[config.mk]
export PLATFORM = sky130hd
export DESIGN_NAME = uart_alu_sequencer
export DESIGN_NICKNAME = d
export VERILOG_FILES = /design/src/rtl/uart_alu_sequencer_pkg.sv /design/src/rtl/uart_byte_assembler.sv /design/src/rtl/uart_alu_sequencer.sv
export SDC_FILE = /design/constraint.sdc
export NUM_CORES = 1
export LEC_CHECK = 0
export CORE_MARGIN = 2
export CORE_UTILIZATION = 56
export CTS_CLUSTER_DIAMETER = 100
export DETAILED_ROUTE_END_ITERATION = 10
export GPL_ROUTABILITY_DRIVEN = 0
export PLACE_DENSITY = 0.9
export REMOVE_ABC_BUFFERS = 1
export SYNTH_ARGS = -nofsm -noshare
export SYNTH_HDL_FRONTEND = slang
export SYNTH_SLANG_ARGS = --single-unit
[constraint.sdc]
create_clock -name clk -period 5.5 [get_ports clk]
set_clock_uncertainty 0.2 [all_clocks]
set_input_delay 1.1 -clock clk [delete_from_list [all_inputs] [get_ports clk]]
set_output_delay 1.1 -clock clk [all_outputs]
set_load 0.02 [all_outputs]
[src/rtl/uart_alu_sequencer_pkg.sv]
// uart_alu_sequencer_pkg: shared FSM states, width helpers and ALU opcodes
package uart_alu_sequencer_pkg;
  typedef enum logic [2:0] {RECV_A, RECV_B, RECV_OP, LATCH, SEND, WAIT_DONE} state_e;
  localparam int N_BITS_DEF        = 8;
  localparam int N_WORD_BYTES_DEF  = 2;
  localparam int TIMEOUT_TICKS_DEF = 704;
  localparam logic [7:0] OP_ADD = 8'h20;
  localparam logic [7:0] OP_SUB = 8'h22;
  localparam logic [7:0] OP_AND = 8'h24;
  localparam logic [7:0] OP_OR  = 8'h25;
  localparam logic [7:0] OP_XOR = 8'h26;
  localparam logic [7:0] OP_SRA = 8'h03;
  localparam logic [7:0] OP_SRL = 8'h02;
  localparam logic [7:0] OP_NOR = 8'h27;
  function automatic int word_w(input int n_bits, input int n_bytes);
    return n_bits * n_bytes;
  endfunction
  function automatic int idx_w(input int n_bytes);
    return $clog2(n_bytes + 1);
  endfunction
  function automatic int tmo_w(input int ticks);
    return $clog2(ticks + 1);
  endfunction
endpackage

[src/rtl/uart_byte_assembler.sv]
// uart_byte_assembler: little-endian multi-byte operand shadow register
//   clk, reset : clock, sync active-high reset
//   clr_i      : discard partial word (index and shadow to 0)
//   wr_i       : byte strobe for this operand, byte_i its data
//   word_o     : shadow word; busy_o: partial word held; last_o: final byte written now
module uart_byte_assembler
  import uart_alu_sequencer_pkg::*;
#(
  parameter int N_BITS       = N_BITS_DEF,
  parameter int N_WORD_BYTES = N_WORD_BYTES_DEF
) (
  input  logic                           clk,
  input  logic                           reset,
  input  logic                           clr_i,
  input  logic                           wr_i,
  input  logic [N_BITS-1:0]              byte_i,
  output logic [N_BITS*N_WORD_BYTES-1:0] word_o,
  output logic                           busy_o,
  output logic                           last_o
);
  localparam int W  = word_w(N_BITS, N_WORD_BYTES);
  localparam int IW = idx_w(N_WORD_BYTES);
  logic [IW-1:0] idx_q, idx_d;
  logic [W-1:0]  word_q, word_d;
  assign word_o = word_q;
  assign busy_o = idx_q != '0;
  assign last_o = wr_i && idx_q == IW'(N_WORD_BYTES - 1);
  always_comb begin
    word_d = word_q;
    idx_d  = idx_q;
    if (clr_i) begin
      word_d = '0;
      idx_d  = '0;
    end else if (wr_i) begin
      word_d[idx_q*N_BITS +: N_BITS] = byte_i;
      idx_d = last_o ? '0 : idx_q + 1'b1;
    end
  end
  always_ff @(posedge clk) begin
    if (reset) begin
      word_q <= '0;
      idx_q  <= '0;
    end else begin
      word_q <= word_d;
      idx_q  <= idx_d;
    end
  end
endmodule

[src/rtl/uart_alu_sequencer.sv]
// uart_alu_sequencer: UART command sequencer (A, B, opcode in; result bytes out)
//   clk, reset          : clock, sync active-high reset
//   i_tick              : baud tick, drives the inter-byte timeout
//   i_dato_Recv(_valid) : received byte and its strobe
//   o_A, o_B, o_OP      : operands/opcode of last completed command, i_res: ALU result
//   o_tx_start/o_tx_data/i_tx_done : byte-wise transmit handshake
//   o_busy, o_timeout   : command/response in progress, partial command discarded
//   Macro RESP_CHECKSUM_EN appends an XOR checksum frame to each response.
module uart_alu_sequencer
  import uart_alu_sequencer_pkg::*;
#(
  parameter int N_BITS        = N_BITS_DEF,
  parameter int N_WORD_BYTES  = N_WORD_BYTES_DEF,
  parameter int TIMEOUT_TICKS = TIMEOUT_TICKS_DEF
) (
  input  logic                           clk,
  input  logic                           reset,
  input  logic                           i_tick,
  input  logic [N_BITS-1:0]              i_dato_Recv,
  input  logic                           i_dato_Recv_valid,
  output logic [N_BITS*N_WORD_BYTES-1:0] o_A,
  output logic [N_BITS*N_WORD_BYTES-1:0] o_B,
  output logic [N_BITS-1:0]              o_OP,
  input  logic [N_BITS*N_WORD_BYTES-1:0] i_res,
  output logic                           o_tx_start,
  output logic [N_BITS-1:0]              o_tx_data,
  input  logic                           i_tx_done,
  output logic                           o_busy,
  output logic                           o_timeout
);
  localparam int W  = word_w(N_BITS, N_WORD_BYTES);
  localparam int IW = idx_w(N_WORD_BYTES);
  localparam int TW = tmo_w(TIMEOUT_TICKS);
`ifdef RESP_CHECKSUM_EN
  localparam int LAST_IDX = N_WORD_BYTES;
`else
  localparam int LAST_IDX = N_WORD_BYTES - 1;
`endif
  state_e        state_q, state_d;
  logic [IW-1:0] tx_idx_q, tx_idx_d;
  logic [W-1:0]  res_q, res_d, a_sh, b_sh;
  logic [TW-1:0] tmo_q, tmo_d;
  logic [N_BITS-1:0] tx_byte;
  logic timeout_q, wr_a, wr_b, wr_op, accept, rx_busy, expire;
  logic a_busy, b_busy, a_last, b_last, tx_phase;
  assign wr_a     = i_dato_Recv_valid && state_q == RECV_A;
  assign wr_b     = i_dato_Recv_valid && state_q == RECV_B;
  assign wr_op    = i_dato_Recv_valid && state_q == RECV_OP;
  assign accept   = wr_a || wr_b || wr_op;
  assign rx_busy  = a_busy || b_busy || state_q == RECV_B || state_q == RECV_OP;
  assign tx_phase = state_q == SEND || state_q == WAIT_DONE;
  // a byte landing on the expiry tick is accepted instead of timing out
  assign expire   = rx_busy && i_tick && !accept && tmo_q == TW'(TIMEOUT_TICKS - 1);
  assign tmo_d    = (accept || expire) ? '0 : (rx_busy && i_tick) ? tmo_q + 1'b1 : tmo_q;
  uart_byte_assembler #(.N_BITS(N_BITS), .N_WORD_BYTES(N_WORD_BYTES)) u_asm_a (
    .clk(clk), .reset(reset), .clr_i(expire), .wr_i(wr_a), .byte_i(i_dato_Recv),
    .word_o(a_sh), .busy_o(a_busy), .last_o(a_last)
  );
  uart_byte_assembler #(.N_BITS(N_BITS), .N_WORD_BYTES(N_WORD_BYTES)) u_asm_b (
    .clk(clk), .reset(reset), .clr_i(expire), .wr_i(wr_b), .byte_i(i_dato_Recv),
    .word_o(b_sh), .busy_o(b_busy), .last_o(b_last)
  );
`ifdef RESP_CHECKSUM_EN
  logic [N_BITS-1:0] csum_q, res_xor;
  always_comb begin
    res_xor = '0;
    for (int i = 0; i < N_WORD_BYTES; i++) res_xor = res_xor ^ i_res[i*N_BITS +: N_BITS];
  end
  always_ff @(posedge clk) begin
    if (reset) csum_q <= '0;
    else if (state_q == LATCH) csum_q <= res_xor;
  end
  assign tx_byte = (tx_idx_q == IW'(N_WORD_BYTES)) ? csum_q : res_q[N_BITS-1:0];
`else
  assign tx_byte = res_q[N_BITS-1:0];
`endif
  assign o_tx_start = state_q == SEND;
  assign o_tx_data  = tx_phase ? tx_byte : '0;
  assign o_busy     = rx_busy || tx_phase || state_q == LATCH;
  assign o_timeout  = timeout_q;
  // the result register shifts down one byte per completed frame
  always_comb begin
    state_d  = state_q;
    tx_idx_d = tx_idx_q;
    res_d    = res_q;
    if (expire) state_d = RECV_A;
    else case (state_q)
      RECV_A:  state_d = a_last ? RECV_B : RECV_A;
      RECV_B:  state_d = b_last ? RECV_OP : RECV_B;
      RECV_OP: state_d = wr_op ? LATCH : RECV_OP;
      LATCH: begin
        res_d    = i_res;
        tx_idx_d = '0;
        state_d  = SEND;
      end
      SEND:    state_d = WAIT_DONE;
      WAIT_DONE: if (i_tx_done) begin
        tx_idx_d = tx_idx_q + 1'b1;
        res_d    = res_q >> N_BITS;
        state_d  = (tx_idx_q == IW'(LAST_IDX)) ? RECV_A : SEND;
      end
      default: state_d = RECV_A;
    endcase
  end
  always_ff @(posedge clk) begin
    if (reset) begin
      state_q   <= RECV_A;
      tx_idx_q  <= '0;
      res_q     <= '0;
      tmo_q     <= '0;
      timeout_q <= 1'b0;
      o_A       <= '0;
      o_B       <= '0;
      o_OP      <= '0;
    end else begin
      state_q   <= state_d;
      tx_idx_q  <= tx_idx_d;
      res_q     <= res_d;
      tmo_q     <= tmo_d;
      timeout_q <= expire;
      if (wr_op) begin
        o_A  <= a_sh;
        o_B  <= b_sh;
        o_OP <= i_dato_Recv;
      end
    end
  end
endmodule

==> metrics.txt, run 1 <==
# TYPE chip_impl_metric gauge
chip_impl_info{name="cp-end-kind",value="primary output"} 1
chip_impl_metric{name="drt.antenna.violating_nets",unit=""} 0
chip_impl_info{name="yosys_most_used_dff",value="dfxtp_1"} 1
chip_impl_metric{name="timing_max_transition_violations_final",unit=""} 0
chip_impl_info{name="tritoncts",value="built"} 1
chip_impl_metric{name="combined_area_of_all_synthesized_cells",unit="um^2"} 4440
chip_impl_info{name="synth_area_leaders",value="dfxtp_1, nand2_1, a21oi_1, mux2i_1, nand3_1"} 1
chip_impl_metric{name="synth_enable_flop_cells",unit=""} 0
chip_impl_metric{name="dieArea",unit="um^2"} 8650
chip_impl_metric{name="totalWireLength",unit="um"} 10000
chip_impl_metric{name="maxCapViolations",unit=""} 0
chip_impl_metric{name="period_share",unit="%"} 68.3
chip_impl_metric{name="post_cts_resize_count",unit=""} 0
chip_impl_metric{name="synth_top_area_share",unit="%"} 48.7
chip_impl_metric{name="longest_individual_stage_delay_on_the_worst_path",unit="ns"} 0.60
chip_impl_info{name="rsz0062_at_grt",value="false"} 1
chip_impl_metric{name="starting_density_of_the_core",unit="%"} 57.7
chip_impl_metric{name="clock_latency",unit="ns"} 0.37
chip_impl_metric{name="cts.reportedPaths.clkPinSlew",unit="ns"} 0.09
chip_impl_metric{name="relSlewSlack",unit="%"} 31.8
chip_impl_metric{name="fin_setup_tns",unit="ns"} 0
chip_impl_metric{name="synth_cell_types",unit=""} 42
chip_impl_info{name="ys_top_cells_by_count",value="nand2_1, dfxtp_1, a21oi_1"} 1
chip_impl_info{name="run_status",value="complete, no violations"} 1
chip_impl_metric{name="global_route_wire_length_before_repair",unit="um"} 16700
chip_impl_metric{name="register_area",unit="um^2"} 2160
chip_impl_metric{name="insertedDiodeCount",unit=""} 0
chip_impl_info{name="slowest_stage",value="clkdlybuf4s50_1"} 1
chip_impl_metric{name="tightest_slew",unit="ns"} 1.02
chip_impl_info{name="synth.most_common_cell",value="nand2_1"} 1
chip_impl_metric{name="hold_buffers",unit=""} 0
chip_impl_metric{name="routed-via-count",unit=""} 3909
chip_impl_info{name="synthDominantAreaCellType",value="dfxtp_1"} 1
chip_impl_metric{name="maxClockFrequency",unit="MHz"} 266
chip_impl_metric{name="worst_ep_required_time",unit="ns"} 4.20
chip_impl_metric{name="p_leak",unit="nW"} 1.94
chip_impl_info{name="category_of_the_worst_setup_path_launch_point",value="flip-flop"} 1
chip_impl_metric{name="grt_pass1_vias",unit=""} 3737
chip_impl_metric{name="hpwl",unit="um"} 6940
chip_impl_metric{name="multiInputGateArea",unit="um^2"} 2100
chip_impl_metric{name="irDropWorstVdd",unit="mV"} 0.153
chip_impl_metric{name="nFillCells",unit=""} 610
chip_impl_metric{name="port_buffers",unit=""} 79
chip_impl_metric{name="total_power",unit="mW"} 1.37
chip_impl_metric{name="setup-violations-final",unit=""} 0
chip_impl_metric{name="antenna_violations_before_repair",unit=""} 0
chip_impl_metric{name="avgSynthCellArea",unit="um^2"} 8.37
chip_impl_metric{name="die_h",unit="um"} 93.0
chip_impl_metric{name="cts.path.max_buffers",unit=""} 2
chip_impl_metric{name="grt_usage",unit="%"} 23.7
chip_impl_metric{name="adder_cell_fraction_of_synth_area",unit="%"} 1.69
chip_impl_metric{name="fraction_of_final_layout_cells_with_drive_strength_greater_than_1",unit="%"} 6.53
chip_impl_info{name="cts_root_buf",value="clkbuf_8"} 1
chip_impl_metric{name="synth-async-reset-ratio",unit="%"} 0
chip_impl_metric{name="coreArea",unit="um^2"} 7690
chip_impl_metric{name="drt_iter0_markers",unit=""} 218
chip_impl_metric{name="synth-seq-area-share",unit="%"} 48.7
chip_impl_info{name="min_path_type",value="reg2reg"} 1
chip_impl_metric{name="final_layout_net_count",unit=""} 627
chip_impl_metric{name="area_growth_syn_to_layout",unit="%"} 22.6
chip_impl_metric{name="cts_buffers",unit=""} 9
chip_impl_metric{name="post_synth_inst_count",unit=""} 530
chip_impl_metric{name="cp_max_fo",unit=""} 13
chip_impl_metric{name="rows",unit=""} 32
chip_impl_info{name="synth_top_family_by_area",value="simple AND/OR/NAND/NOR gates"} 1
chip_impl_metric{name="cts-htree-levels",unit=""} 3
chip_impl_metric{name="detail_route.wl_per_cell",unit="um"} 14.4
chip_impl_metric{name="ys.warnings.count",unit=""} 0
chip_impl_metric{name="cp.arrival",unit="ns"} 2.46
chip_impl_metric{name="period_minus_slack",unit="ns"} 3.76
chip_impl_metric{name="synth.ff_latch_count",unit=""} 108
chip_impl_info{name="timing.critical_path.max_delay_family",value="buffers and inverters"} 1
chip_impl_info{name="critical_path.cell_chain",value="inv_1 -> nor2_1 -> and2_1 -> clkdlybuf4s50_1"} 1
chip_impl_metric{name="critical_path_buf_inv_count",unit=""} 2
chip_impl_metric{name="drc",unit=""} 0
chip_impl_metric{name="grt_max_degree",unit=""} 63
chip_impl_metric{name="r2r_setup_slack",unit="ns"} 2.68
chip_impl_metric{name="synth-simple-area-share",unit="%"} 25.1
chip_impl_metric{name="gr-total-overflow",unit=""} 0
chip_impl_metric{name="die_w",unit="um"} 93.0
chip_impl_metric{name="synth_mux_area_share",unit="%"} 6.63
chip_impl_metric{name="clkSinkCount",unit=""} 108
chip_impl_metric{name="synth-xor-area-share",unit="%"} 0.395
chip_impl_metric{name="post_cts.repair.setup_buffers",unit=""} 0
chip_impl_metric{name="synth-compound-area-share",unit="%"} 13.2
chip_impl_info{name="timing_worst_setup_path_type",value="reg2out"} 1
chip_impl_metric{name="num_io_pins",unit=""} 80
chip_impl_metric{name="final_hold_viol_count",unit=""} 0
chip_impl_metric{name="average_via_count_per_standard_cell",unit=""} 5.59
chip_impl_metric{name="first_pass_iteration_count_of_the_detailed_router",unit=""} 5
chip_impl_metric{name="power_per_cell_area",unit="nW/um^2"} 251
-- registers in the layout, indices dropped and copies added (netlist names) --
signal          count
u_asm_a.word_o     16
u_asm_a.idx_q       2
u_asm_b.idx_q       2
state_q             3
o_timeout           1
o_B                16
res_q              16
tmo_q              10
tx_idx_q            2
u_asm_b.word_o     16
o_OP                8
o_A                16
-- path summary, 6_finish.rpt --
kind,from,end,depth (start not counted)
worst min register to register,u_asm_a.word_o[6],u_asm_a.word_o[6],2
worst max register to register,u_asm_a.idx_q[0],res_q[7],7
worst max-delay path,state_q[2],o_tx_data[2],4
worst min-delay path,u_asm_a.word_o[6],u_asm_a.word_o[6],2
-- cell usage in the layout (no fill, tap or decap), types with 3 or more instances in the layout --
cell and n:
mux2_2 9, nor2_1 31, nand3_1 32, a21oi_1 73, nand2_1 123, buf_4 5, o21ai_0 5, ha_1 6
or4_1 3, o31ai_1 3, dfxtp_1 108, nor3_1 4, clkdlybuf4s50_1 78, mux2i_1 17, a22oi_1 14, inv_1 11
clkbuf_8 10, and2_1 11, or3_1 7, nor2b_1 9, nand4_1 3
-- routing by layer --
layer / vias up / part of all wire [%] / global-route usage [%]
li1: 1922 / - / -
met1: 1829 / 43 / 28.6
met2: 139 / 50 / 43.2
met3: 19 / 5.5 / 3.22
met4: 0 / 1.8 / 8.33
met5: - / 0 / 0
-- kinds of logic (layout without fill, tap and decap cells) --
family                   Yosys count  count (layout)
multiplexers                      28              28
AND/OR/NAND/NOR                  237             237
adder cells (fa/ha/maj)            6               6
AO/OA/AOI/OAI                    104             104
XOR/XNOR                           2               2
buffers and inverters             45             112
flip-flops                       108             108
-- cell type report --
| class | instances | area share (%) |
|---|---|---|
| clock inverters | 6 | 0.828 |
| repair buffers | 84 | 15.1 |
| multi-input cells | 377 | 38.6 |
| inverters | 12 | 0.828 |
| clock buffers | 10 | 2.53 |
| well taps | 102 | 2.35 |
| flip-flops and latches | 108 | 39.7 |
-- worst reg2reg max path: stages (launching register included) --
cell and delay (ns):
dfxtp_1 0.41, inv_1 0.09, ha_1 0.30, a21boi_0 0.20
a31oi_1 0.06, buf_4 0.21, o21ai_2 0.83, mux2_2 0.42
-- power by group --
part	switching, mW	internal [mW]
logic	0.0694	0.0439
registers	0.00807	0.791
clock network	0.273	0.180
total	0.350	1.02
-- metrics by stage --
| step | hold slack [ns] | utilization, % | area (um^2) | setup slack (ns) | std cells |
|---|---|---|---|---|---|
| CTS | 0.257 | 70.8 | 5440 | 1.77 | 699 |
| floorplan | 0.226 | - | 4290 | 1.17 | 497 |
| global route | 0.275 | 70.8 | 5440 | 1.61 | 699 |
| finish | 0.257 | 70.8 | 5440 | 1.74 | 699 |
| global placement | 0.237 | 68.4 | 5260 | 1.96 | 683 |
| detailed placement | 0.243 | 68.4 | 5260 | 1.87 | 683 |
Power figures use the tool's default switching activity.
==> inputs of run 2 (changes only) <==
Settings changed: CORE_UTILIZATION 56 to 52, PLACE_DENSITY 0.9 to 0.85.
Clock period 5.5 ns to 3.6 ns, I/O delays scaled along.
==> metrics.txt, run 2 (synthesized netlist as in run 1, its figures left out) <==
# TYPE chip_impl_metric gauge
chip_impl_metric{name="hold_buffers",unit=""} 0
chip_impl_metric{name="net-switching-power",unit="uW"} 532
chip_impl_metric{name="pre_cts_ws",unit="ns"} 0.676
chip_impl_metric{name="cp.arrival",unit="ns"} 2.44
chip_impl_metric{name="post_cts.repair.setup_buffers",unit=""} 0
chip_impl_metric{name="period_minus_slack",unit="ns"} 3.36
chip_impl_info{name="tritoncts",value="built"} 1
chip_impl_metric{name="power_per_cell_area",unit="nW/um^2"} 390
chip_impl_metric{name="clkSinkCount",unit=""} 108
chip_impl_metric{name="irDropWorstVdd",unit="mV"} 0.203
chip_impl_metric{name="detail_route.wl_per_cell",unit="um"} 13.9
chip_impl_metric{name="tightest_slew",unit="ns"} 0.912
chip_impl_metric{name="maxClockFrequency",unit="MHz"} 298
chip_impl_metric{name="num_io_pins",unit=""} 80
chip_impl_metric{name="first_pass_iteration_count_of_the_detailed_router",unit=""} 5
chip_impl_metric{name="dieArea",unit="um^2"} 9290
chip_impl_metric{name="final_cells",unit=""} 702
chip_impl_metric{name="starting_density_of_the_core",unit="%"} 53.7
chip_impl_metric{name="insertedDiodeCount",unit=""} 0
chip_impl_metric{name="die_w",unit="um"} 96.4
chip_impl_info{name="timing_worst_setup_path_type",value="reg2out"} 1
chip_impl_metric{name="share_seq_of_total_power",unit="%"} 57.2
chip_impl_metric{name="grt_max_degree",unit=""} 62
chip_impl_metric{name="drc",unit=""} 0
chip_impl_info{name="run_status",value="complete, no violations"} 1
chip_impl_info{name="layout.cells.most_common_list",value="nand2_1, dfxtp_1, clkdlybuf4s50_1"} 1
chip_impl_metric{name="drt.antenna.violating_nets",unit=""} 0
chip_impl_metric{name="internal_power",unit="mW"} 1.60
chip_impl_metric{name="coreArea",unit="um^2"} 8260
chip_impl_metric{name="final_layout_net_count",unit=""} 628
chip_impl_metric{name="total_power",unit="mW"} 2.13
chip_impl_metric{name="cts.reportedPaths.clkPinSlew",unit="ns"} 0.10
chip_impl_metric{name="die_h",unit="um"} 96.4
chip_impl_metric{name="fin_setup_tns",unit="ns"} 0
chip_impl_metric{name="power.share.switching",unit="%"} 24.9
chip_impl_metric{name="proportion_of_power_drawn_by_combinational_gates",unit="%"} 8.0
chip_impl_metric{name="post_cts_resize_count",unit=""} 0
chip_impl_metric{name="period_share",unit="%"} 93.3
chip_impl_metric{name="dp_cells",unit=""} 687
chip_impl_metric{name="worst_slack",unit="ns"} 0.242
chip_impl_metric{name="p_leak",unit="nW"} 1.94
chip_impl_metric{name="grt_usage",unit="%"} 21.7
chip_impl_metric{name="share_clk_of_total_power",unit="%"} 34.8
chip_impl_metric{name="cts.path.max_buffers",unit=""} 2
chip_impl_metric{name="gr-total-overflow",unit=""} 0
chip_impl_metric{name="area_growth_syn_to_layout",unit="%"} 23.1
chip_impl_metric{name="grt_pass1_vias",unit=""} 3576
chip_impl_metric{name="routed-via-count",unit=""} 3855
chip_impl_metric{name="timing_max_transition_violations_final",unit=""} 0
chip_impl_metric{name="finalCoreUtilization",unit="%"} 66.2
chip_impl_metric{name="hpwl",unit="um"} 6700
chip_impl_info{name="rsz0062_at_grt",value="false"} 1
chip_impl_metric{name="average_via_count_per_standard_cell",unit=""} 5.49
chip_impl_metric{name="relSlewSlack",unit="%"} 39.0
chip_impl_metric{name="worst_ep_required_time",unit="ns"} 2.68
chip_impl_info{name="cts_root_buf",value="clkbuf_8"} 1
chip_impl_metric{name="global_route_wire_length_before_repair",unit="um"} 15900
chip_impl_metric{name="antenna_violations_before_repair",unit=""} 0
chip_impl_info{name="min_path_type",value="reg2reg"} 1
chip_impl_info{name="leading_cell_type_in_the_layout_fill_and_taps_excluded",value="nand2_1"} 1
chip_impl_metric{name="drt_iter0_markers",unit=""} 246
chip_impl_metric{name="setup-violations-final",unit=""} 0
chip_impl_metric{name="cp_max_fo",unit=""} 13
chip_impl_metric{name="fraction_of_final_layout_cells_with_drive_strength_greater_than_1",unit="%"} 6.53
chip_impl_metric{name="cts-htree-levels",unit=""} 3
chip_impl_metric{name="port_buffers",unit=""} 79
chip_impl_metric{name="cts_buffers",unit=""} 9
chip_impl_metric{name="clock_latency",unit="ns"} 0.37
chip_impl_metric{name="totalWireLength",unit="um"} 9780
chip_impl_metric{name="maxCapViolations",unit=""} 0
chip_impl_metric{name="rows",unit=""} 33
chip_impl_metric{name="final_hold_viol_count",unit=""} 0
chip_impl_info{name="cp-end-kind",value="primary output"} 1
chip_impl_info{name="category_of_the_worst_setup_path_launch_point",value="flip-flop"} 1
## run 2: routing by layer
layer / GRT usage (%) / wire [um]
met5: 0 / 0
met4: 7.63 / 113
met3: 4.34 / 546
met2: 38.0 / 4840
met1: 26.5 / 4280
## run 2: metrics by stage
step | cell area [um^2] | hold slack (ns)
floorplan | 4290 | 0.226
global placement | 5270 | 0.238
detailed placement | 5270 | 0.245
CTS | 5470 | 0.255
global route | 5470 | 0.272
finish | 5470 | 0.251
## run 2: area by class of cell
type	instances	area, um^2
Clock inverter	6	72.6
Timing Repair Buffer	85	831
Tap cell	105	131
Sequential cell	108	2160
Clock buffer	9	124
Multi-Input combinational cell	377	2100
Fill cell	705	2790
Inverter	12	45.0
## run 2: final timing paths
kind                        to         startpoint  cells past startpoint  slack (ns)
setup / recovery  o_tx_data[5]         state_q[2]                      4        0.24
hold reg to reg         o_B[5]  u_asm_b.word_o[5]                      2        0.25
hold / removal          o_B[5]  u_asm_b.word_o[5]                      2        0.25
setup reg to reg   tx_idx_q[1]   u_asm_a.idx_q[0]                      8        1.22
## run 2: power by group through the flow
stage               clock network, mW  logic (mW)  registers, mW
floorplan                           0      0.0863           1.24
global placement                    0       0.163           1.25
detailed placement                  0       0.168           1.25
CTS                             0.751       0.170           1.22
global route                    0.798       0.187           1.22
finish                          0.742       0.171           1.22
## run 2: critical path, cell delays in order (launching register included)
cell,delay [ns]
dfxtp_1,0.58
inv_1,0.17
nor2_1,0.51
and2_1,0.22
clkdlybuf4s50_1,0.60
